File: src/rtl/full_adder_pkg.sv
// rtl/full_adder_pkg.sv - shared width constants for the registered ripple-carry adder
//
// Purpose : single source for the operand width default and the derived
//           result width used by the adder, its interface and the bench.
// Ports   : none (package).
package full_adder_pkg;

  localparam int WIDTH = 16;
  localparam int SUM_W = WIDTH + 1;

endpackage

File: src/rtl/full_adder_1bit.sv
// rtl/full_adder_1bit.sv - one-bit full-adder cell of the ripple chain
//
// Purpose : s = a ^ b ^ cin, cout = majority(a, b, cin).
// Ports   : a, b, cin - single-bit addends and carry-in
//           s         - sum bit
//           cout      - carry-out to the next cell
module full_adder_1bit (
  input  logic a,
  input  logic b,
  input  logic cin,
  output logic s,
  output logic cout
);

  assign s    = a ^ b ^ cin;
  assign cout = (a & b) | (a & cin) | (b & cin);

endmodule

File: src/rtl/full_adder_dff_16bits.sv
// rtl/full_adder_dff_16bits.sv - ripple-carry adder with registered WIDTH+1-bit result
//
// Purpose : sum = a + b + cin through WIDTH full_adder_1bit cells, captured on
//           every rising clk edge; 1-cycle latency, one operand set per cycle.
//           Build option FULL_ADDER_INPUT_REG_EN registers a, b and cin ahead
//           of the chain, making the latency 2 cycles.
// Ports   : sum   - WIDTH+1-bit registered result, MSB is carry-out
//           a, b  - WIDTH-bit unsigned operands
//           cin   - carry-in
//           clk   - rising-edge clock
//           reset - asynchronous active-low reset, clears every register
module full_adder_dff_16bits #(
  parameter int WIDTH = full_adder_pkg::WIDTH
) (
  output logic [WIDTH:0]   sum,
  input  logic [WIDTH-1:0] a,
  input  logic [WIDTH-1:0] b,
  input  logic             cin,
  input  logic             clk,
  input  logic             reset
);

  import full_adder_pkg::*;

  logic [WIDTH-1:0] op_a;
  logic [WIDTH-1:0] op_b;
  logic             op_cin;

`ifdef FULL_ADDER_INPUT_REG_EN
  logic [WIDTH-1:0] a_d, a_q;
  logic [WIDTH-1:0] b_d, b_q;
  logic             cin_d, cin_q;

  always_comb begin
    a_d   = a;
    b_d   = b;
    cin_d = cin;
  end

  always_ff @(posedge clk or negedge reset) begin
    if (!reset) begin
      a_q   <= '0;
      b_q   <= '0;
      cin_q <= 1'b0;
    end else begin
      a_q   <= a_d;
      b_q   <= b_d;
      cin_q <= cin_d;
    end
  end

  assign op_a   = a_q;
  assign op_b   = b_q;
  assign op_cin = cin_q;
`else
  assign op_a   = a;
  assign op_b   = b;
  assign op_cin = cin;
`endif

  // carry[i] enters cell i; carry[WIDTH] leaves the last cell as the result MSB.
  logic [WIDTH:0]   carry;
  logic [WIDTH-1:0] sum_bits;

  assign carry[0] = op_cin;

  for (genvar i = 0; i < WIDTH; i++) begin : g_chain
    full_adder_1bit u_cell (
      .a    (op_a[i]),
      .b    (op_b[i]),
      .cin  (carry[i]),
      .s    (sum_bits[i]),
      .cout (carry[i+1])
    );
  end

  logic [WIDTH:0] sum_d, sum_q;

  always_comb begin
    sum_d = {carry[WIDTH], sum_bits};
  end

  always_ff @(posedge clk or negedge reset) begin
    if (!reset) begin
      sum_q <= '0;
    end else begin
      sum_q <= sum_d;
    end
  end

  assign sum = sum_q;

endmodule

File: config.mk
export PLATFORM = sky130hd
export DESIGN_NAME = full_adder_dff_16bits
export DESIGN_NICKNAME = d
export VERILOG_FILES = /design/src/rtl/full_adder_pkg.sv /design/src/rtl/full_adder_1bit.sv /design/src/rtl/full_adder_dff_16bits.sv
export SDC_FILE = /design/constraint.sdc
export NUM_CORES = 1
export LEC_CHECK = 0
export CORE_UTILIZATION = 34
export CTS_CLUSTER_DIAMETER = 30
export CTS_CLUSTER_SIZE = 24
export DETAILED_ROUTE_END_ITERATION = 7
export GPL_ROUTABILITY_DRIVEN = 0
export PLACE_DENSITY = 0.78
export SLEW_MARGIN = 5
export SYNTH_ARGS = -nofsm -noshare
export SYNTH_HDL_FRONTEND = slang
export SYNTH_HIERARCHICAL = 1
export SYNTH_SLANG_ARGS = --single-unit
File: constraint.sdc
create_clock -name clk -period 0.8 [get_ports clk]
set_input_delay 0.16 -clock clk [delete_from_list [all_inputs] [get_ports clk]]
set_output_delay 0.16 -clock clk [all_outputs]
set_load 0.02 [all_outputs]
# After elaboration in Yosys (flattened, before gate mapping)
# Index checks and enable logic that the tools add are counted.
# Widths: inputs -> output; s select.
op_classes:
  n_addsub: 0
  multipliers: 0
  n_div: 0
  order_cmp: 0
  eq_ne: 0
  n_shift: 0
  mux: 0
  n_bitwise: 112
  reduce_logical: 0
ops:
  columns: ["cell", "count"]
  rows:
  - ["$and 1x1->1", 48]
  - ["$or 1x1->1", 32]
  - ["$xor 1x1->1", 32]
totals:
  regBits: 17
  latchBits: 0
  mem_bits_rw: 0
  romBits: 0
  input_bits: 35
  out_inout_bits: 17
  elab_cells: 113
  mem_count: 0

# Logic depth before layout (Yosys ltp)
depth:
  depth_word: 48
  depth_mapped: 16
  depth_no_buf: 16

# By module
# The synthesis kept the hierarchy.
modules_own_cells:
  columns: ["module", "n_inst", "cells_per_inst", "area_per_inst_um2", "seq_area_each_um2"]
  rows:
  - ["full_adder_dff_16bits", 1, 17, 425.4, 425.4]
  - ["full_adder_1bit", 16, 1, 20.0, 0.0]

# Worst setup path after synthesis
# No wires, ideal clock.
synth_timing:
  path_kind: "input-to-reg"
  start: "input port a[0]"
  end: "register sum_q[15], in the netlist sum[15]"
  setup_time_ns: 0.136
  t_arrival_ns: 6.313
  t_required_ns: 0.664
  setup_slack_ns: -5.648
  path_stages: 16
  n_path_buf: 0
  cell_sequence: "fa_1 > fa_1 > fa_1 > fa_1 > fa_1 > fa_1 > fa_1 > fa_1 > fa_1 > fa_1 > fa_1 > fa_1 > fa_1 > fa_1 > fa_1 > fa_1"
synth_between:
  elab_chain_cells: 46
  elab_cells_between_ends: 61
  classes_between: "61 x bitwise"
synth_lines:
  columns: ["element", "line_no", "rtl"]
  rows:
  - ["from (decl)", "full_adder_dff_16bits.sv:16", "input logic [WIDTH-1:0] a,"]
  - ["$and 1x1->1", "full_adder_1bit.sv:16", "assign cout = (a & b) | (a & cin) | (b & cin);"]
  - ["$or 1x1->1 * (2 in a row)", "full_adder_1bit.sv:16", null]
  - ["$and 1x1->1", "full_adder_1bit.sv:16", null]
  - ["$or 1x1->1", "full_adder_1bit.sv:16", null]
  - ["$or 1x1->1 *", "full_adder_1bit.sv:16", null]
  - ["net carry[2]", "full_adder_dff_16bits.sv:62", "logic [WIDTH:0] carry;"]
  - ["$and 1x1->1", "full_adder_1bit.sv:16", null]
  - ["$or 1x1->1", "full_adder_1bit.sv:16", null]
  - ["[1 not listed]", null, null]
  - ["net carry[3]", "full_adder_dff_16bits.sv:62", null]
  - ["[3 not listed]", null, null]
  - ["net carry[4]", "full_adder_dff_16bits.sv:62", null]
  - ["[3 not listed]", null, null]
  - ["net carry[5]", "full_adder_dff_16bits.sv:62", null]
  - ["[3 not listed]", null, null]
  - ["net carry[6]", "full_adder_dff_16bits.sv:62", null]
  - ["[3 not listed]", null, null]
  - ["net carry[7]", "full_adder_dff_16bits.sv:62", null]
  - ["[3 not listed]", null, null]
  - ["net carry[8]", "full_adder_dff_16bits.sv:62", null]
  - ["[3 not listed]", null, null]
  - ["net carry[9]", "full_adder_dff_16bits.sv:62", null]
  - ["[3 not listed]", null, null]
  - ["net carry[10]", "full_adder_dff_16bits.sv:62", null]
  - ["[3 not listed]", null, null]
  - ["net carry[11]", "full_adder_dff_16bits.sv:62", null]
  - ["[3 not listed]", null, null]
  - ["net carry[12]", "full_adder_dff_16bits.sv:62", null]
  - ["[3 not listed]", null, null]
  - ["net carry[13]", "full_adder_dff_16bits.sv:62", null]
  - ["[2 not listed]", null, null]
  - ["$or 1x1->1 *", "full_adder_1bit.sv:16", null]
  - ["net carry[14]", "full_adder_dff_16bits.sv:62", null]
  - ["$and 1x1->1", "full_adder_1bit.sv:16", null]
  - ["$or 1x1->1", "full_adder_1bit.sv:16", null]
  - ["$or 1x1->1 *", "full_adder_1bit.sv:16", null]
  - ["net carry[15]", "full_adder_dff_16bits.sv:62", null]
  - ["$xor 1x1->1 *", "full_adder_1bit.sv:15", "assign s = a ^ b ^ cin;"]
  - ["net sum_bits[15]", "full_adder_dff_16bits.sv:63", "logic [WIDTH-1:0] sum_bits;"]
  - ["to (signal assigned)", "full_adder_dff_16bits.sv:87", "sum_q <= sum_d;"]
  - ["to (decl)", "full_adder_dff_16bits.sv:77", "logic [WIDTH:0] sum_d, sum_q;"]
# Mark *: on every way through the listed nets, which the timed path passes. The rest lies on a longest branch.

# Final worst setup path
layout_timing:
  start: "input port a[0]"
  end: "register sum_q[15], in the netlist sum[15]"
layout_between:
  elab_chain_cells: 46
  elab_cells_between_ends: 61
  classes_between: "61 x bitwise"
layout_lines:
  columns: ["element", "line_no"]
  rows:
  - ["$and 1x1->1", "full_adder_1bit.sv:16"]
  - ["$or 1x1->1 * (2 in a row)", "full_adder_1bit.sv:16"]
  - ["net carry[1]", "full_adder_dff_16bits.sv:62"]
  - ["$and 1x1->1", "full_adder_1bit.sv:16"]
  - ["$or 1x1->1", "full_adder_1bit.sv:16"]
  - ["$or 1x1->1 *", "full_adder_1bit.sv:16"]
  - ["net carry[2]", "full_adder_dff_16bits.sv:62"]
  - ["$and 1x1->1", "full_adder_1bit.sv:16"]
  - ["[2 not listed]", null]
  - ["net carry[3]", "full_adder_dff_16bits.sv:62"]
  - ["[3 not listed]", null]
  - ["net carry[4]", "full_adder_dff_16bits.sv:62"]
  - ["[3 not listed]", null]
  - ["net carry[5]", "full_adder_dff_16bits.sv:62"]
  - ["[3 not listed]", null]
  - ["net carry[6]", "full_adder_dff_16bits.sv:62"]
  - ["[3 not listed]", null]
  - ["net carry[7]", "full_adder_dff_16bits.sv:62"]
  - ["[3 not listed]", null]
  - ["net carry[8]", "full_adder_dff_16bits.sv:62"]
  - ["[3 not listed]", null]
  - ["net carry[9]", "full_adder_dff_16bits.sv:62"]
  - ["[3 not listed]", null]
  - ["net carry[10]", "full_adder_dff_16bits.sv:62"]
  - ["[3 not listed]", null]
  - ["net carry[11]", "full_adder_dff_16bits.sv:62"]
  - ["[3 not listed]", null]
  - ["net carry[12]", "full_adder_dff_16bits.sv:62"]
  - ["[3 not listed]", null]
  - ["net carry[13]", "full_adder_dff_16bits.sv:62"]
  - ["[2 not listed]", null]
  - ["$or 1x1->1 *", "full_adder_1bit.sv:16"]
  - ["net carry[14]", "full_adder_dff_16bits.sv:62"]
  - ["$and 1x1->1", "full_adder_1bit.sv:16"]
  - ["$or 1x1->1", "full_adder_1bit.sv:16"]
  - ["$or 1x1->1 *", "full_adder_1bit.sv:16"]
  - ["net carry[15]", "full_adder_dff_16bits.sv:62"]
  - ["$xor 1x1->1 *", "full_adder_1bit.sv:15"]
  - ["net sum_bits[15]", "full_adder_dff_16bits.sv:63"]
# Marks and branches as above.

==> metrics.yaml <==
status: "finished with violations"
failed_checks: "negative setup slack"
ys_types: 2
largest_reg_flops: 17
power_density_nw_per_um2: 1830
holdWs_ns: 0.164
max_freq_ghz: 0.171
synthCells: 33
syn_area_um2: 746
drt_iter0_markers: 0
cp_max_fo: 1
hold_path_depth: 2
gr-usage-all-layers_pct: 14.2
route.met2.wl_um: 822
initial_utilization_pct: 37.2
cts_buffers: 3
dpl.hpwl_um: 1290
synth-compound-area-share_pct: 0
worstHoldPathType: "primary input to register"
tightest_slew_ns: 0.126
io_pins: 52
hold_path_end: "sum[0]$_DFF_PN0_"
postSynthAreaPerCell_um2: 22.6
ant_nets: 0
place_ws_ns: -5.70
cp-end-kind: "register"
cts.sinks: 17
max_cap_viol_count: 0
setup_viol: 33
area_growth_pct: 86.4
crit_required_ns: 1.03
tritoncts: "built"
diodes: 0
drc_errors: 0
crit_arrival_ns: 6.07
cts_resized: 116
path_clk_slew_ns: 0.10
wirelength_um: 1430
syn_nets: 84
stdcell_area_um2: 1390
p_total_uw: 2550
grt_max_degree: 18
rsz0062_at_grt: "true"
vdd_drop_max_uv: 894
yosysSeqAreaShare_pct: 57.0
synth_top_family_by_area: "adder cells"
top_layer: "met4"
grt_pass1_wl_um: 2430
period_needed_ns: 5.84
yosysWarningCount: 6
met1_length_um: 461
dr_wl_met3_um: 97
route.vias.total: 480
die_x_um: 48.8
yosys.area_share.simple_pct: 0
dpl_cell_area_um2: 1350
period_share_pct: 730
die_area_um2: 2380
placementRows: 16
cts.hold.buffers_added: 0
slew_headroom_pct: 91.6
final_hold_viol_count: 0
cts-root-buf: "clkbuf_4"
clockBufferDepth: 2
synthAdderAreaFrac_pct: 43.0
drive_gt1_share_pct: 46.1
grt_antenna_before_repair: 0
post-cts-setup-buffers: 0
grt_overflow_total: 0
place.port_buffers: 51
coreArea_um2: 2000
muxShareOfSynthArea_pct: 0
nFillCells: 131
synth-xor-area-share_pct: 0
drv_slew: 0
post-route-util_pct: 69.4
grt_pass1_vias: 569
wire_per_inst_um: 12.4
nNetsFinal: 141
crit_type: "primary input to register"
firstDrtPassIters: 1
finalWorstSetupSlack_ns: -5.04
h-tree-depth: 1
hold_start: "a[0]"
ys_ff_latch: 17
fp.dieH_um: 48.8
leakagePower_uw: 0.000567
routed_via_density: 4.14
crit_path_start_kind: "primary input"
==> cells by family (layout without fill, tap and decap cells) <==
kind of cell | count (synthesis) | after routing
DFF | 17 | 17
adders and majority gates | 16 | 16
buffers and inverters | 0 | 56
==> final cells by class <==
cell class | count | area [um2] | share of cell area [%]
clock buffers | 3 | 22.5 | 1.62
clock inverters | 1 | 5.00 | 0.360
multi-input cells | 16 | 360 | 25.9
flip-flops and latches | 17 | 425 | 30.6
well taps | 27 | 33.8 | 2.43
repair buffers | 52 | 543 | 39.1
==> cell usage in the layout (no fill, tap or decap) <==
cell type,count
clkbuf_4,3
buf_12,1
fa_2,16
clkdlybuf4s50_1,31
dfrtp_1,17
buf_2,2
clkinv_2,1
buf_6,18
==> power breakdown <==
| group | leakage, uW | switching, uW | total (uW) | internal (uW) |
|---|---|---|---|---|
| Combinational | 0.000351 | 433 | 990 | 557 |
| Sequential | 0.000198 | 70.9 | 1090 | 1020 |
| Clock | 0.0000177 | 279 | 465 | 186 |
| Total | 0.000567 | 783 | 2550 | 1770 |
==> worst max-delay path, cell delays in order <==
cell,delay (ns)
buf_6,0.09
fa_2,0.39
fa_2,0.37
fa_2,0.35
fa_2,0.35
fa_2,0.34
fa_2,0.34
fa_2,0.34
fa_2,0.34
fa_2,0.35
fa_2,0.35
fa_2,0.35
fa_2,0.37
fa_2,0.35
fa_2,0.35
fa_2,0.35
fa_2,0.52
==> worst max-delay path by stage <==
| stage | start | end | slack, ns | cells past startpoint |
|---|---|---|---|---|
| after floorplan | a[0] | sum[15]$_DFF_PN0_ | -5.06 | 16 |
| after global placement | a[0] | sum[15]$_DFF_PN0_ | -5.63 | 17 |
| after detailed placement | a[0] | sum[15]$_DFF_PN0_ | -5.70 | 17 |
| after CTS | a[0] | sum[15]$_DFF_PN0_ | -5.06 | 17 |
| after global routing | a[0] | sum[15]$_DFF_PN0_ | -5.12 | 17 |
| final | a[0] | sum[15]$_DFF_PN0_ | -5.04 | 17 |
==> routing by layer <==
metal | vias up | track usage [%]
met5 | - | 0
met4 | 0 | 10.3
met3 | 6 | 3.74
met1 | 235 | 14.4
met2 | 29 | 25.0
li1 | 210 | -
==> synth_stat cells (all sizes together) <==
| library cell | number | share of area [%] |
|---|---|---|
| fa | 16 | 43 |
| dfrtp | 17 | 57 |
==> metrics by stage <==
step / setup TNS [ns] / std cells
final: -46.47 / 116
after global routing: -47.82 / 116
after CTS: -46.89 / 116
after detailed placement: -59.68 / 112
after global placement: -58.86 / 112
after floorplan: -45.62 / 33
Power figures use the tool's default switching activity.
